`config.mk`:
```
export PLATFORM = sky130hd
export DESIGN_NAME = mdio_controller
export DESIGN_NICKNAME = d
export VERILOG_FILES = /design/src/rtl/mdio_pkg.sv /design/src/rtl/mdc_clk_div.sv /design/src/rtl/mdio_controller.sv
export SDC_FILE = /design/constraint.sdc
export NUM_CORES = 1
export LEC_CHECK = 0
export CAP_MARGIN = 20
export CORE_MARGIN = 4
export CORE_UTILIZATION = 52
export DETAILED_ROUTE_END_ITERATION = 16
export PLACE_DENSITY = 0.8
export SLEW_MARGIN = 30
export SYNTH_ARGS = -nofsm -noshare
export SYNTH_HDL_FRONTEND = slang
export SYNTH_SLANG_ARGS = --single-unit
```
`constraint.sdc`:
```
create_clock -name CLK -period 2.2 [get_ports CLK]
set_input_delay 0.22 -clock CLK [delete_from_list [all_inputs] [get_ports CLK]]
set_output_delay 0.22 -clock CLK [all_outputs]
set_load 0.05 [all_outputs]
```
`src/rtl/mdio_pkg.sv`:
```
// Shared MDIO frame layout, opcodes and controller state encodings.
// The optional MDIO_PREAMBLE_EN build uses PREAMBLE_BITS and S_PREAMBLE.
package mdio_pkg;

    localparam logic [1:0] OP_WRITE    = 2'b01;
    localparam logic [1:0] OP_READ     = 2'b10;
    localparam logic [1:0] ST_CLAUSE22 = 2'b01;

    localparam int ST_MSB      = 31;
    localparam int OP_MSB      = 29;
    localparam int PHYADDR_MSB = 27;
    localparam int REGADDR_MSB = 22;
    localparam int TA_MSB      = 17;
    localparam int DATA_MSB    = 15;

    localparam int ADDR_BITS     = 14;
    localparam int TA_BITS       = 2;
    localparam int FRAME_BITS    = 32;
    localparam int PREAMBLE_BITS = 32;

    typedef enum logic [2:0] {
        S_IDLE     = 3'd0,
        S_PREAMBLE = 3'd1,
        S_ADDR     = 3'd2,
        S_WRITE    = 3'd3,
        S_READ     = 3'd4,
        S_DONE     = 3'd5
    } mdio_state_e;

    function automatic logic [1:0] frame_op(input logic [FRAME_BITS-1:0] word);
        return word[OP_MSB -: 2];
    endfunction

    function automatic logic op_is_legal(input logic [1:0] op);
        return (op == OP_WRITE) || (op == OP_READ);
    endfunction

endpackage

```
`src/rtl/mdc_clk_div.sv`:
```
// Free-running MDC generator: MDC toggles every CLK_DIV cycles, with
// single-cycle ticks flagging the CLK cycle in which MDC falls or rises.
module mdc_clk_div #(
    parameter int CLK_DIV = 2
) (
    input  logic clk_i,
    input  logic rst_ni,
    output logic mdc_o,
    output logic fall_tick_o,
    output logic rise_tick_o
);

    localparam int DW = (CLK_DIV > 1) ? $clog2(CLK_DIV) : 1;
    localparam logic [DW-1:0] DIV_LAST = DW'(CLK_DIV - 1);

    logic [DW-1:0] div_q;
    logic [DW-1:0] div_d;
    logic          mdc_q;
    logic          mdc_d;
    logic          term;

    always_comb begin
        term  = (div_q == DIV_LAST);
        div_d = term ? '0 : div_q + DW'(1);
        mdc_d = term ? ~mdc_q : mdc_q;
    end

    always_ff @(posedge clk_i or negedge rst_ni) begin
        if (!rst_ni) begin
            div_q <= '0;
            mdc_q <= 1'b0;
        end else begin
            div_q <= div_d;
            mdc_q <= mdc_d;
        end
    end

    // Ticks are combinational so the FSM updates on the same edge MDC toggles.
    assign mdc_o       = mdc_q;
    assign fall_tick_o = term & mdc_q;
    assign rise_tick_o = term & ~mdc_q;

endmodule

```
`src/rtl/mdio_controller.sv`:
```
// MDIO station-management controller: serialises Clause-22 frames and captures
// read data. Define MDIO_PREAMBLE_EN to prepend a 32-bit all-ones preamble.
module mdio_controller
    import mdio_pkg::*;
#(
    parameter int CLK_DIV = 2
) (
    input  logic        CLK,
    input  logic        RESET,
    input  logic        MDIO_START,
    input  logic [31:0] T_DATA,
    input  logic        MDIO_IN,
    output logic        MDC,
    output logic        MDIO_OUT,
    output logic        MDIO_OE,
    output logic [15:0] RD_DATA,
    output logic        DATA_RDY,
    output logic        MDIO_DONE,
    output logic        BUSY
);

    localparam logic [5:0] CNT_ADDR_LAST  = 6'(ADDR_BITS - 1);
    localparam logic [5:0] CNT_FRAME      = 6'(FRAME_BITS);
    localparam logic [5:0] CNT_DATA_FIRST = 6'(ADDR_BITS + TA_BITS + 1);

    logic fall_tick;
    logic rise_tick;

    mdio_state_e            state_q;
    logic [FRAME_BITS-1:0]  shift_q;
    logic [5:0]             bit_cnt_q;
    logic [5:0]             bit_cnt_d;
    logic                   is_rd_q;
    logic                   out_q;
    logic                   oe_q;
    logic [15:0]            rd_data_q;
    logic                   rdy_q;
    logic                   done_q;
    logic                   busy_q;
`ifdef MDIO_PREAMBLE_EN
    localparam logic [5:0] PRE_LAST = 6'(PREAMBLE_BITS - 1);
    logic [5:0]             pre_cnt_q;
`endif

    mdc_clk_div #(
        .CLK_DIV(CLK_DIV)
    ) u_mdc_clk_div (
        .clk_i      (CLK),
        .rst_ni     (RESET),
        .mdc_o      (MDC),
        .fall_tick_o(fall_tick),
        .rise_tick_o(rise_tick)
    );

    assign bit_cnt_d = (bit_cnt_q == CNT_FRAME) ? bit_cnt_q : bit_cnt_q + 6'd1;

    always_ff @(posedge CLK or negedge RESET) begin
        if (!RESET) begin
            state_q   <= S_IDLE;
            shift_q   <= '0;
            bit_cnt_q <= '0;
            is_rd_q   <= 1'b0;
            out_q     <= 1'b0;
            oe_q      <= 1'b0;
            rd_data_q <= '0;
            rdy_q     <= 1'b0;
            done_q    <= 1'b0;
            busy_q    <= 1'b0;
`ifdef MDIO_PREAMBLE_EN
            pre_cnt_q <= '0;
`endif
        end else begin
            done_q <= 1'b0;
            rdy_q  <= 1'b0;
            case (state_q)
                S_IDLE: begin
                    if (MDIO_START && op_is_legal(frame_op(T_DATA))) begin
                        shift_q   <= T_DATA;
                        is_rd_q   <= (frame_op(T_DATA) == OP_READ);
                        bit_cnt_q <= '0;
                        busy_q    <= 1'b1;
`ifdef MDIO_PREAMBLE_EN
                        pre_cnt_q <= '0;
                        state_q   <= S_PREAMBLE;
`else
                        state_q   <= S_ADDR;
`endif
                    end
                end
`ifdef MDIO_PREAMBLE_EN
                S_PREAMBLE: begin
                    if (fall_tick) begin
                        out_q     <= 1'b1;
                        oe_q      <= 1'b1;
                        pre_cnt_q <= (pre_cnt_q == PRE_LAST) ? pre_cnt_q : pre_cnt_q + 6'd1;
                        if (pre_cnt_q == PRE_LAST) begin
                            state_q <= S_ADDR;
                        end
                    end
                end
`endif
                S_ADDR: begin
                    if (fall_tick) begin
                        out_q     <= shift_q[FRAME_BITS-1];
                        oe_q      <= 1'b1;
                        shift_q   <= {shift_q[FRAME_BITS-2:0], 1'b0};
                        bit_cnt_q <= bit_cnt_d;
                        if (bit_cnt_q == CNT_ADDR_LAST) begin
                            state_q <= is_rd_q ? S_READ : S_WRITE;
                        end
                    end
                end
                S_WRITE: begin
                    if (fall_tick) begin
                        if (bit_cnt_q == CNT_FRAME) begin
                            out_q   <= 1'b0;
                            oe_q    <= 1'b0;
                            done_q  <= 1'b1;
                            state_q <= S_DONE;
                        end else begin
                            out_q     <= shift_q[FRAME_BITS-1];
                            shift_q   <= {shift_q[FRAME_BITS-2:0], 1'b0};
                            bit_cnt_q <= bit_cnt_d;
                        end
                    end
                end
                S_READ: begin
                    // bit_cnt_q keeps counting MDC periods while the PHY owns the bus.
                    if (fall_tick) begin
                        out_q <= 1'b0;
                        oe_q  <= 1'b0;
                        if (bit_cnt_q == CNT_FRAME) begin
                            done_q  <= 1'b1;
                            rdy_q   <= 1'b1;
                            state_q <= S_DONE;
                        end else begin
                            bit_cnt_q <= bit_cnt_d;
                        end
                    end
                    if (rise_tick && (bit_cnt_q >= CNT_DATA_FIRST)) begin
                        rd_data_q <= {rd_data_q[14:0], MDIO_IN};
                    end
                end
                S_DONE: begin
                    busy_q  <= 1'b0;
                    state_q <= S_IDLE;
                end
                default: begin
                    state_q <= S_IDLE;
                end
            endcase
        end
    end

    assign MDIO_OUT  = out_q;
    assign MDIO_OE   = oe_q;
    assign RD_DATA   = rd_data_q;
    assign DATA_RDY  = rdy_q;
    assign MDIO_DONE = done_q;
    assign BUSY      = busy_q;

endmodule

```
==> results of run 1 <==
## power by group through the flow
stage	combinational, mW	clock [mW]	sequential (mW)
finish	1.49	1.08	1.74
global route	1.64	1.17	1.79
detailed placement	1.49	0	1.76
CTS	1.50	1.10	1.74
global placement	1.44	0	1.74
floorplan	1.11	0	1.74
## area by class of cell
class                      instances  area, sq um
timing repair buffer              75          741
fill                             434         1780
sequential                        65         1630
inverter                           8         30.0
tap                               75         93.8
clock inverter                     3         65.1
clock buffer                      12          145
multi-input combinational        160         1470
## per-stage QoR
step	setup slack (ns)	hold slack, ns	TNS, ns	cell area, sq um	utilization (%)
floorplan	0.119	-0.0756	0	3220	-
global placement	-0.103	0.261	-3.18	3940	66.1
detailed placement	-0.155	0.267	-4.52	3940	66.1
CTS	0.0130	0.430	0	4160	69.8
global route	0.0147	0.458	0	4180	70.1
finish	0.144	0.429	0	4180	70.1
## repair_timing
item                                   in CTS  in global routing
setup endpoints to repair                   0                  6
endpoints found under the hold margin      65                  0
buffers inserted                            0                  1
hold buffers                                1                  0
## state kept, by name, summed over array words and instances (netlist names)
register / flops
MDIO_OUT: 1
BUSY: 1
DATA_RDY: 1
state_q: 3
is_rd_q: 1
shift_q: 32
u_mdc_clk_div.mdc_o: 1
MDIO_OE: 1
RD_DATA: 16
bit_cnt_q: 6
MDIO_DONE: 1
u_mdc_clk_div.div_q: 1
## worst max-delay path by stage
stage / end / cells past startpoint
after floorplan: shift_q[12]$_DFFE_PN0P_ / 6
after global placement: shift_q[16]$_DFFE_PN0P_ / 8
after detailed placement: shift_q[13]$_DFFE_PN0P_ / 8
after CTS: RD_DATA[0]$_DFFE_PN0P_ / 3
after global routing: shift_q[9]$_DFFE_PN0P_ / 7
final: shift_q[9]$_DFFE_PN0P_ / 7
## layout by cell type (no fill, tap or decap), drive strengths merged, types with 3 or more instances in the layout
master	instances
ha	4
clkbuf	12
mux2	79
nor2b	4
dfrtp	65
nand4	3
nand3	4
nand2	10
nor3	3
a21oi	9
o21ai	6
buf	18
nor2	6
a31oi	4
o211ai	6
clkdlybuf4s50	56
inv	8
## routing by layer
metal / global-route usage (%) / up-vias
li1: - / 1039
met1: 22.8 / 1068
met2: 30.0 / 65
met3: 4.18 / 13
met4: 7.37 / 0
met5: 0 / -
## worst max-delay path: stages (launching register included)
cell     delay [ns]
dfrtp_1        0.37
inv_1          0.10
ha_1           0.17
nor3b_1        0.32
and2_1         0.31
o32ai_4        0.13
buf_12         0.19
mux2_1         0.33
## cells in the mapped netlist, types with 5 or more instances
cell type,n
dfrtp_1,65
nand2_1,10
inv_1,7
nor2_1,6
o21ai_0,6
mux2_2,65
a21oi_1,9
o211ai_1,6
mux2_4,10
clkbuf_1,5
## cell families after synthesis
logic type / after synthesis / share of synthesized area, %
DFF: 65 / 50.5
buffers and inverters: 24 / 4.00
AOI/OAI and AO/OA: 36 / 7.54
muxes: 80 / 29.1
and+or+nand+nor: 39 / 6.96
adders and majority gates: 4 / 1.56
xor gates and xnor gates: 1 / 0.272
==> flow_summary.yaml, run 1 <==
status:
  status: "complete, no violations"
final_layout:
  layout-drive-gt1-share_pct: 34.7
  area_growth_pct: 29.7
  fin_nets: 359
  stdcell_count: 398
  diodes: 0
power_and_ir_drop:
  internal_power_mw: 3.07
  p_switching_mw: 1.24
  leakage_nw: 1.80
  power.total_mw: 4.31
  switching_share_pct: 28.8
  p_seq_share_pct: 40.4
  pwr-share-clk_pct: 25.1
  p_comb_share_pct: 34.5
  ir_drop_mv: 0.693
  p_per_area_nw_per_um2: 1030
place:
  dp_hpwl_mm: 4.36
  port-buffer-count: 57
  dpl.cell_count: 381
  place.gp.congestion: 0.835
yosys:
  synth_ff_type: "dfrtp_1"
  seq_area_frac_synth_pct: 50.5
  netlist_area_sq_um: 3220
  synth_edf_count: 0
  async_flop_share_pct: 100
  synth_area_leaders: "dfrtp_1 (51%), mux2_2 (23%), mux2_4 (4.7%)"
  synth_area_per_cell_sq_um: 12.9
  synth_cells: 249
  ys_ff_latch: 65
  ys_warn_count: 0
  synth_top_area_share_pct: 50.5
  synth_cell_types: 46
  synthesis.nets: 289
  yosys.area.top_type: "dfrtp_1"
clock_network:
  cts_max_level: 3
  worstSkewPairLatency_ns: 0.33
  cts_buffer_depth: 2
  cts_resized: 0
  clock-root-buffer: "clkbuf_8"
  cts_buffers: 9
  path_clk_slew_ns: 0.07
  cts_tree: "yes"
  cts_sinks: 65
sta:
  worstMarginPinSlew_ns: 0.519
  hold_violations: 0
  period_share_pct: 93.4
  setup_viol: 0
  fin_skew_ns: 0.00508
  fmax_ghz: 0.486
  slew_viol_final: 0
  slew_headroom_pct: 65.3
  fin_crit_ns: 2.06
  rsz0062_at_grt: "no"
worst_setup_path:
  worst-setup-path-type: "flip-flop to flip-flop"
  cp-startpoint: "bit_cnt_q[1]$_DFFE_PN0P_"
  rr_worst_depth: 7
  cp-start-kind: "flip-flop"
  required_ns: 2.41
  r2r-start: "bit_cnt_q[1]$_DFFE_PN0P_"
  crit_path_max_fanout: 32
  end_kind: "flip-flop"
  r2r_setup_slack_ns: 0.14
  r2r_end: "shift_q[9]$_DFFE_PN0P_"
  cp_data_arrival_time_ns: 2.26
hold_path:
  hold_path_class: "flip-flop to flip-flop"
  min_to: "u_mdc_clk_div.div_q$_DFF_PN0_"
  hp-start: "u_mdc_clk_div.div_q$_DFF_PN0_"
  hold_depth: 1
drt:
  routed_wl_mm: 6.29
  routedWlPerCell_microns: 15.8
  dr_total_vias: 2185
  drtAntennaViolNets: 0
  dr_wl_met2_mm: 3.16
  drtIter0Drc: 140
  dr.pass1.iters: 4
  dr_wl_met3_microns: 261
  drc: 0
  drt-met1-wl_mm: 2.72
  top_layer: "met4"
  via_per_inst: 5.49
die:
  start_util_pct: 54.0
  std_cell_rows: 28
  die_area_sq_um: 7510
  die_w_microns: 86.7
  core-area_sq_um: 5960
  io_pins: 58
  die_h_microns: 86.7
grt:
  grt_pass1_vias: 2233
  grt_max_degree: 66
  grt_usage_pct: 18.1
  grt_antenna_before_repair: 0
  overflow: 0
  grt_first_pass_wirelength_mm: 10.5
job:
  cap_violations: 0
Note: power is estimated with default switching activity, not from simulation.
==> inputs of run 2 (changes only) <==
--- a/config.mk
+++ b/config.mk
@@ -9,7 +9,7 @@
 export CORE_MARGIN = 4
 export CORE_UTILIZATION = 52
 export DETAILED_ROUTE_END_ITERATION = 16
-export PLACE_DENSITY = 0.8
+export PLACE_DENSITY = 0.82
 export SLEW_MARGIN = 30
 export SYNTH_ARGS = -nofsm -noshare
 export SYNTH_HDL_FRONTEND = slang
==> run 2 against run 1 <==
First-iteration DRC count increased by 12%. Clock power decreased by 4%. Clock skew increased by 0.0051 ns. Sequential power about the same. Combinational power about the same. Critical path depth unchanged. Final area decreased by 0.15%. Die area unchanged. Global-route usage increased by 0.24 points. Worst setup slack improved by 0.057 ns. Non-clock buffer count increased by 1. Hold slack got worse by 0.0077 ns. Highest routed layer unchanged.
==> flow_summary.yaml, run 2 (synthesis results as in run 1) <==
drt:
  drc: 0
  dr.pass1.iters: 4
  dr_total_vias: 2218
  routed_wl_mm: 6.38
  drtAntennaViolNets: 0
  drtIter0Drc: 157
  routedWlPerCell_microns: 15.9
  via_per_inst: 5.55
die:
  start_util_pct: 54.0
  io_pins: 58
  die_w_microns: 86.7
  die_h_microns: 86.7
  die_area_sq_um: 7510
  std_cell_rows: 28
  core-area_sq_um: 5960
clock_network:
  cts_tree: "yes"
  path_clk_slew_ns: 0.08
  cts_buffer_depth: 2
  clock-root-buffer: "clkbuf_8"
  cts_max_level: 3
  worstSkewPairLatency_ns: 0.34
  cts_buffers: 9
  cts_sinks: 65
hold_path:
  hold_path_class: "input port to async pin"
place:
  port-buffer-count: 57
  place.gp.congestion: 0.848
  dpl.cell_count: 382
  dp_hpwl_mm: 4.49
worst_setup_path:
  worst-setup-path-type: "flip-flop to flip-flop"
  crit_path_max_fanout: 16
  path_cells: "inv_1 > ha_1 > or3b_2 > nor3_2 > nor3_4 > buf_12 > mux2_4"
  critPathTopFamily: "simple AND/OR/NAND/NOR gates"
  required_ns: 2.42
  cp-start-kind: "flip-flop"
  end_kind: "flip-flop"
  cp_data_arrival_time_ns: 2.22
  crit_slowest_cell: "or3b_2"
  path_buf_inv: 2
  crit_path_max_incr_delay_ns: 0.45
grt:
  grt_max_degree: 38
  grt_pass1_vias: 2298
  grt_antenna_before_repair: 0
  grt_usage_pct: 18.3
  overflow: 0
  grt_first_pass_wirelength_mm: 10.7
power_and_ir_drop:
  leakage_nw: 1.79
  ir_drop_mv: 0.764
  p_per_area_nw_per_um2: 1020
  power.total_mw: 4.27
sta:
  period_share_pct: 90.9
  fmax_ghz: 0.500
  rsz0062_at_grt: "no"
  setup_viol: 0
  fin_skew_ns: 0.0102
  worstMarginPinSlew_ns: 0.608
  fin_crit_ns: 2.00
  hold_violations: 0
  slew_headroom_pct: 59.5
  slew_viol_final: 0
final_layout:
  stdcell_count: 400
  largest_reg_flops: 32
  top_register: "shift_q"
  diodes: 0
  final_cell_mix: "dfrtp_1 (65), mux2_2 (65), clkdlybuf4s50_1 (56), buf_4 (16)"
  fin_nets: 360
  layout-drive-gt1-share_pct: 36.0
  fill_cells: 433
  area_growth_pct: 29.5
job:
  cap_violations: 0
status:
  status: "complete, no violations"
run 2: cell count changes in the layout (fill, tap and decap cells not counted):
cell,previous run,this run
clkinvlp_4,0,3
buf_4,14,16
clkbuf_1,2,0
buf_12,3,2
bufinv_16,2,1
inv_6,0,1
nor3b_1,1,0
nor3b_2,1,2
run 2: worst register-to-register path, stage by stage, from the launching register on:
cell and delay (ns):
dfrtp_1 0.42, inv_1 0.12, ha_1 0.16, or3b_2 0.45
nor3_2 0.20, nor3_4 0.08, buf_12 0.16, mux2_4 0.31
run 2: timing repair:
item | 4_1_cts | 5_1_grt
buffers inserted | 0 | 1
hold endpoints to repair | 26 | 0
resized for setup | 0 | 1
setup endpoints to repair | 0 | 38
hold buffers | 1 | 0
run 2: metrics by stage:
stage                     utilization [%]  setup TNS [ns]  instance area, sq um  hold slack [ns]  setup WS, ns
after floorplan                         -               0                  3220          -0.0756         0.119
after global placement               66.0           -2.23                  3930            0.255       -0.0724
after detailed placement             66.0           -3.66                  3930            0.274        -0.128
after CTS                            69.6               0                  4140            0.429       0.00356
after global routing                 70.0               0                  4170            0.464        0.0954
final                                70.0               0                  4170            0.422         0.201
run 2: layout make-up:
cell class              count  area (sq um)  area share (%)
multi-input cells         160          1480            35.5
inverters                   8          30.0           0.720
well taps                  75          93.8            2.25
clock inverters             6          66.3            1.59
flip-flops and latches     65          1630            39.0
clock buffers              10           138            3.30
repair buffers             76           736            17.6
run 2: final timing paths:
| path | startpoint | endpoint | slack (ns) | cells past startpoint |
|---|---|---|---|---|
| worst min-delay path | RESET | RD_DATA[8]$_DFFE_PN0P_ | 0.42 | 2 |
| max in group asynchronous | RESET | RD_DATA[4]$_DFFE_PN0P_ | 1.03 | 3 |
| worst max-delay path | bit_cnt_q[1]$_DFFE_PN0P_ | RD_DATA[13]$_DFFE_PN0P_ | 0.20 | 7 |
| worst min register to register | u_mdc_clk_div.div_q$_DFF_PN0_ | u_mdc_clk_div.div_q$_DFF_PN0_ | 0.44 | 1 |
| min in group CLK | u_mdc_clk_div.div_q$_DFF_PN0_ | u_mdc_clk_div.div_q$_DFF_PN0_ | 0.44 | 1 |
| worst max register to register | bit_cnt_q[1]$_DFFE_PN0P_ | RD_DATA[13]$_DFFE_PN0P_ | 0.20 | 7 |
run 2: where the power goes:
part	internal (mW)	switching, mW	leakage (nW)
Clock	0.556	0.488	0.0949
Combinational	0.847	0.623	0.875
Sequential	1.55	0.204	0.818
run 2: metal layers:
metal | vias up | part of all wire (%) | global-route usage (%)
met5 | - | 0 | 0
met4 | 0 | 1.8 | 8.92
met3 | 9 | 6.4 | 3.52
met2 | 76 | 49 | 29.3
met1 | 1090 | 43 | 23.9
li1 | 1043 | - | -
==> inputs of run 3 (changes only) <==
--- a/config.mk
+++ b/config.mk
@@ -7,9 +7,10 @@
 export LEC_CHECK = 0
 export CAP_MARGIN = 20
 export CORE_MARGIN = 4
-export CORE_UTILIZATION = 52
+export CORE_UTILIZATION = 50
+export CTS_CLUSTER_DIAMETER = 100
 export DETAILED_ROUTE_END_ITERATION = 16
-export PLACE_DENSITY = 0.82
+export PLACE_DENSITY = 0.8
 export SLEW_MARGIN = 30
 export SYNTH_ARGS = -nofsm -noshare
 export SYNTH_HDL_FRONTEND = slang
==> run 3 against run 2 <==
First-iteration DRC count is 20% higher. Power is 0.18% higher. Register-to-register slack worse by 0.06 ns. Critical endpoint is now is_rd_q$_DFFE_PN0P_.
==> flow_summary.yaml, run 3 (synthesis results as in run 1) <==
worst_setup_path:
  cp-start-kind: "flip-flop"
  end_kind: "flip-flop"
  rr_worst_depth: 6
  required_ns: 2.41
  r2r_setup_slack_ns: 0.14
  worst-setup-path-type: "flip-flop to flip-flop"
  crit_path_max_fanout: 24
  cp_data_arrival_time_ns: 2.27
  r2r-start: "state_q[1]$_DFFE_PN0P_"
  r2r_end: "is_rd_q$_DFFE_PN0P_"
power_and_ir_drop:
  switching_share_pct: 30.0
  internal_power_mw: 2.99
  p_comb_share_pct: 35.2
  p_switching_mw: 1.28
  p_per_area_nw_per_um2: 1020
  leakage_nw: 1.80
  ir_drop_mv: 0.697
  p_seq_share_pct: 40.7
  pwr-share-clk_pct: 24.2
clock_network:
  worstSkewPairLatency_ns: 0.34
  cts_buffers: 9
  cts_sinks: 65
  cts_max_level: 3
  cts_buffer_depth: 2
  path_clk_slew_ns: 0.07
  cts_tree: "yes"
  clock-root-buffer: "clkbuf_8"
drt:
  drc: 0
  dr_total_vias: 2178
  dr.pass1.iters: 5
  drtIter0Drc: 189
  routed_wl_mm: 6.37
  via_per_inst: 5.46
  drtAntennaViolNets: 0
  routedWlPerCell_microns: 16.0
final_layout:
  area_growth_pct: 29.9
  utilization_pct: 68.6
  fin_nets: 359
  largest_reg_flops: 32
  final_cell_mix: "dfrtp_1 (65), mux2_2 (65), clkdlybuf4s50_1 (56), buf_4 (14), clkbuf_8 (11)"
  top_register: "shift_q"
  diodes: 0
  layout-drive-gt1-share_pct: 35.8
grt:
  overflow: 0
  grt_first_pass_wirelength_mm: 10.6
  grt_pass1_vias: 2272
  grt_usage_pct: 17.5
  grt_antenna_before_repair: 0
  grt_max_degree: 66
sta:
  period_share_pct: 93.5
  fin_crit_ns: 2.06
  hold_violations: 0
  slew_viol_final: 0
  worstMarginPinSlew_ns: 0.512
  setup_viol: 0
  slew_headroom_pct: 65.8
  fin_hold_ws_ns: 0.424
  fmax_ghz: 0.486
  fin_skew_ns: 0.00983
  rsz0062_at_grt: "no"
die:
  die_area_sq_um: 7780
  die_h_microns: 88.2
  start_util_pct: 52.8
  io_pins: 58
  core-area_sq_um: 6100
  std_cell_rows: 28
  die_w_microns: 88.2
job:
  cap_violations: 0
place:
  place.gp.congestion: 0.888
  port-buffer-count: 57
  dp_hpwl_mm: 4.37
hold_path:
  hold_path_class: "input port to async pin"
status:
  status: "complete, no violations"
==> run 3: cell count changes in the layout (fill, tap and decap cells not counted), sizes merged <==
cell / change
inv: -1
clkinvlp: -2
clkbuf: +2
clkinv: +1
buf: -1
==> run 3: layer usage <==
metal | part of all wire [%] | wire length (microns) | up-vias | global-route usage (%)
li1 | - | - | 1041 | -
met1 | 45 | 2860 | 1075 | 23.2
met2 | 48 | 3060 | 53 | 27.9
met3 | 5.6 | 357 | 9 | 4.38
met4 | 1.4 | 91 | 0 | 6.32
met5 | 0 | 0 | - | 0
==> run 3: final cells by class <==
type,instances,area (sq um)
fill,456,1920
multi-input combinational,160,1480
sequential,65,1630
clock buffer,12,155
tap,75,93.8
timing repair buffer,75,741
inverter,8,30.0
clock inverter,4,51.3
==> run 3: power by group through the flow <==
stage | Sequential (mW) | Clock [mW] | Combinational, mW
after global routing | 1.78 | 1.13 | 1.64
final | 1.74 | 1.03 | 1.50
after floorplan | 1.74 | 0 | 1.11
after detailed placement | 1.76 | 0 | 1.49
after global placement | 1.74 | 0 | 1.44
after CTS | 1.74 | 1.07 | 1.51
==> run 3: through the flow <==
step	cells	TNS, ns	area (sq um)	power, mW	worst slack (ns)
2_1_floorplan	249	0	3220	2.85	0.119
3_3_place_gp	381	-2.32	3940	3.18	-0.0764
3_5_place_dp	381	-3.53	3940	3.25	-0.120
4_1_cts	398	0	4150	4.31	0.0356
5_1_grt	399	0	4180	4.56	0.0400
6_report	399	0	4180	4.27	0.143
==> run 3: how the worst max path moves through the flow <==
stage / from / endpoint / slack [ns] / depth (start not counted)
after global routing: state_q[1]$_DFFE_PN0P_ / is_rd_q$_DFFE_PN0P_ / 0.04 / 6
after global placement: T_DATA[28] / shift_q[18]$_DFFE_PN0P_ / -0.08 / 8
after detailed placement: T_DATA[28] / shift_q[20]$_DFFE_PN0P_ / -0.12 / 8
after floorplan: u_mdc_clk_div.mdc_o$_DFFE_PN0P_ / shift_q[12]$_DFFE_PN0P_ / 0.12 / 6
final: state_q[1]$_DFFE_PN0P_ / is_rd_q$_DFFE_PN0P_ / 0.14 / 6
after CTS: state_q[0]$_DFFE_PN0P_ / RD_DATA[0]$_DFFE_PN0P_ / 0.04 / 3
==> run 3: worst max-delay path, stage by stage, from the launching register on <==
cell and delay [ns]:
dfrtp_1 0.38, buf_4 0.23, buf_4 0.26, nand2b_1 0.30
nand2_2 0.22, a21oi_1 0.19, mux2_2 0.35
==> run 3: repair_timing <==
| action | in CTS | in global routing |
|---|---|---|
| hold endpoints to repair | 65 | 0 |
| hold buffers | 1 | 0 |
| setup endpoints to repair | 0 | 6 |
| resized for setup | 0 | 2 |
| buffers inserted | 0 | 1 |
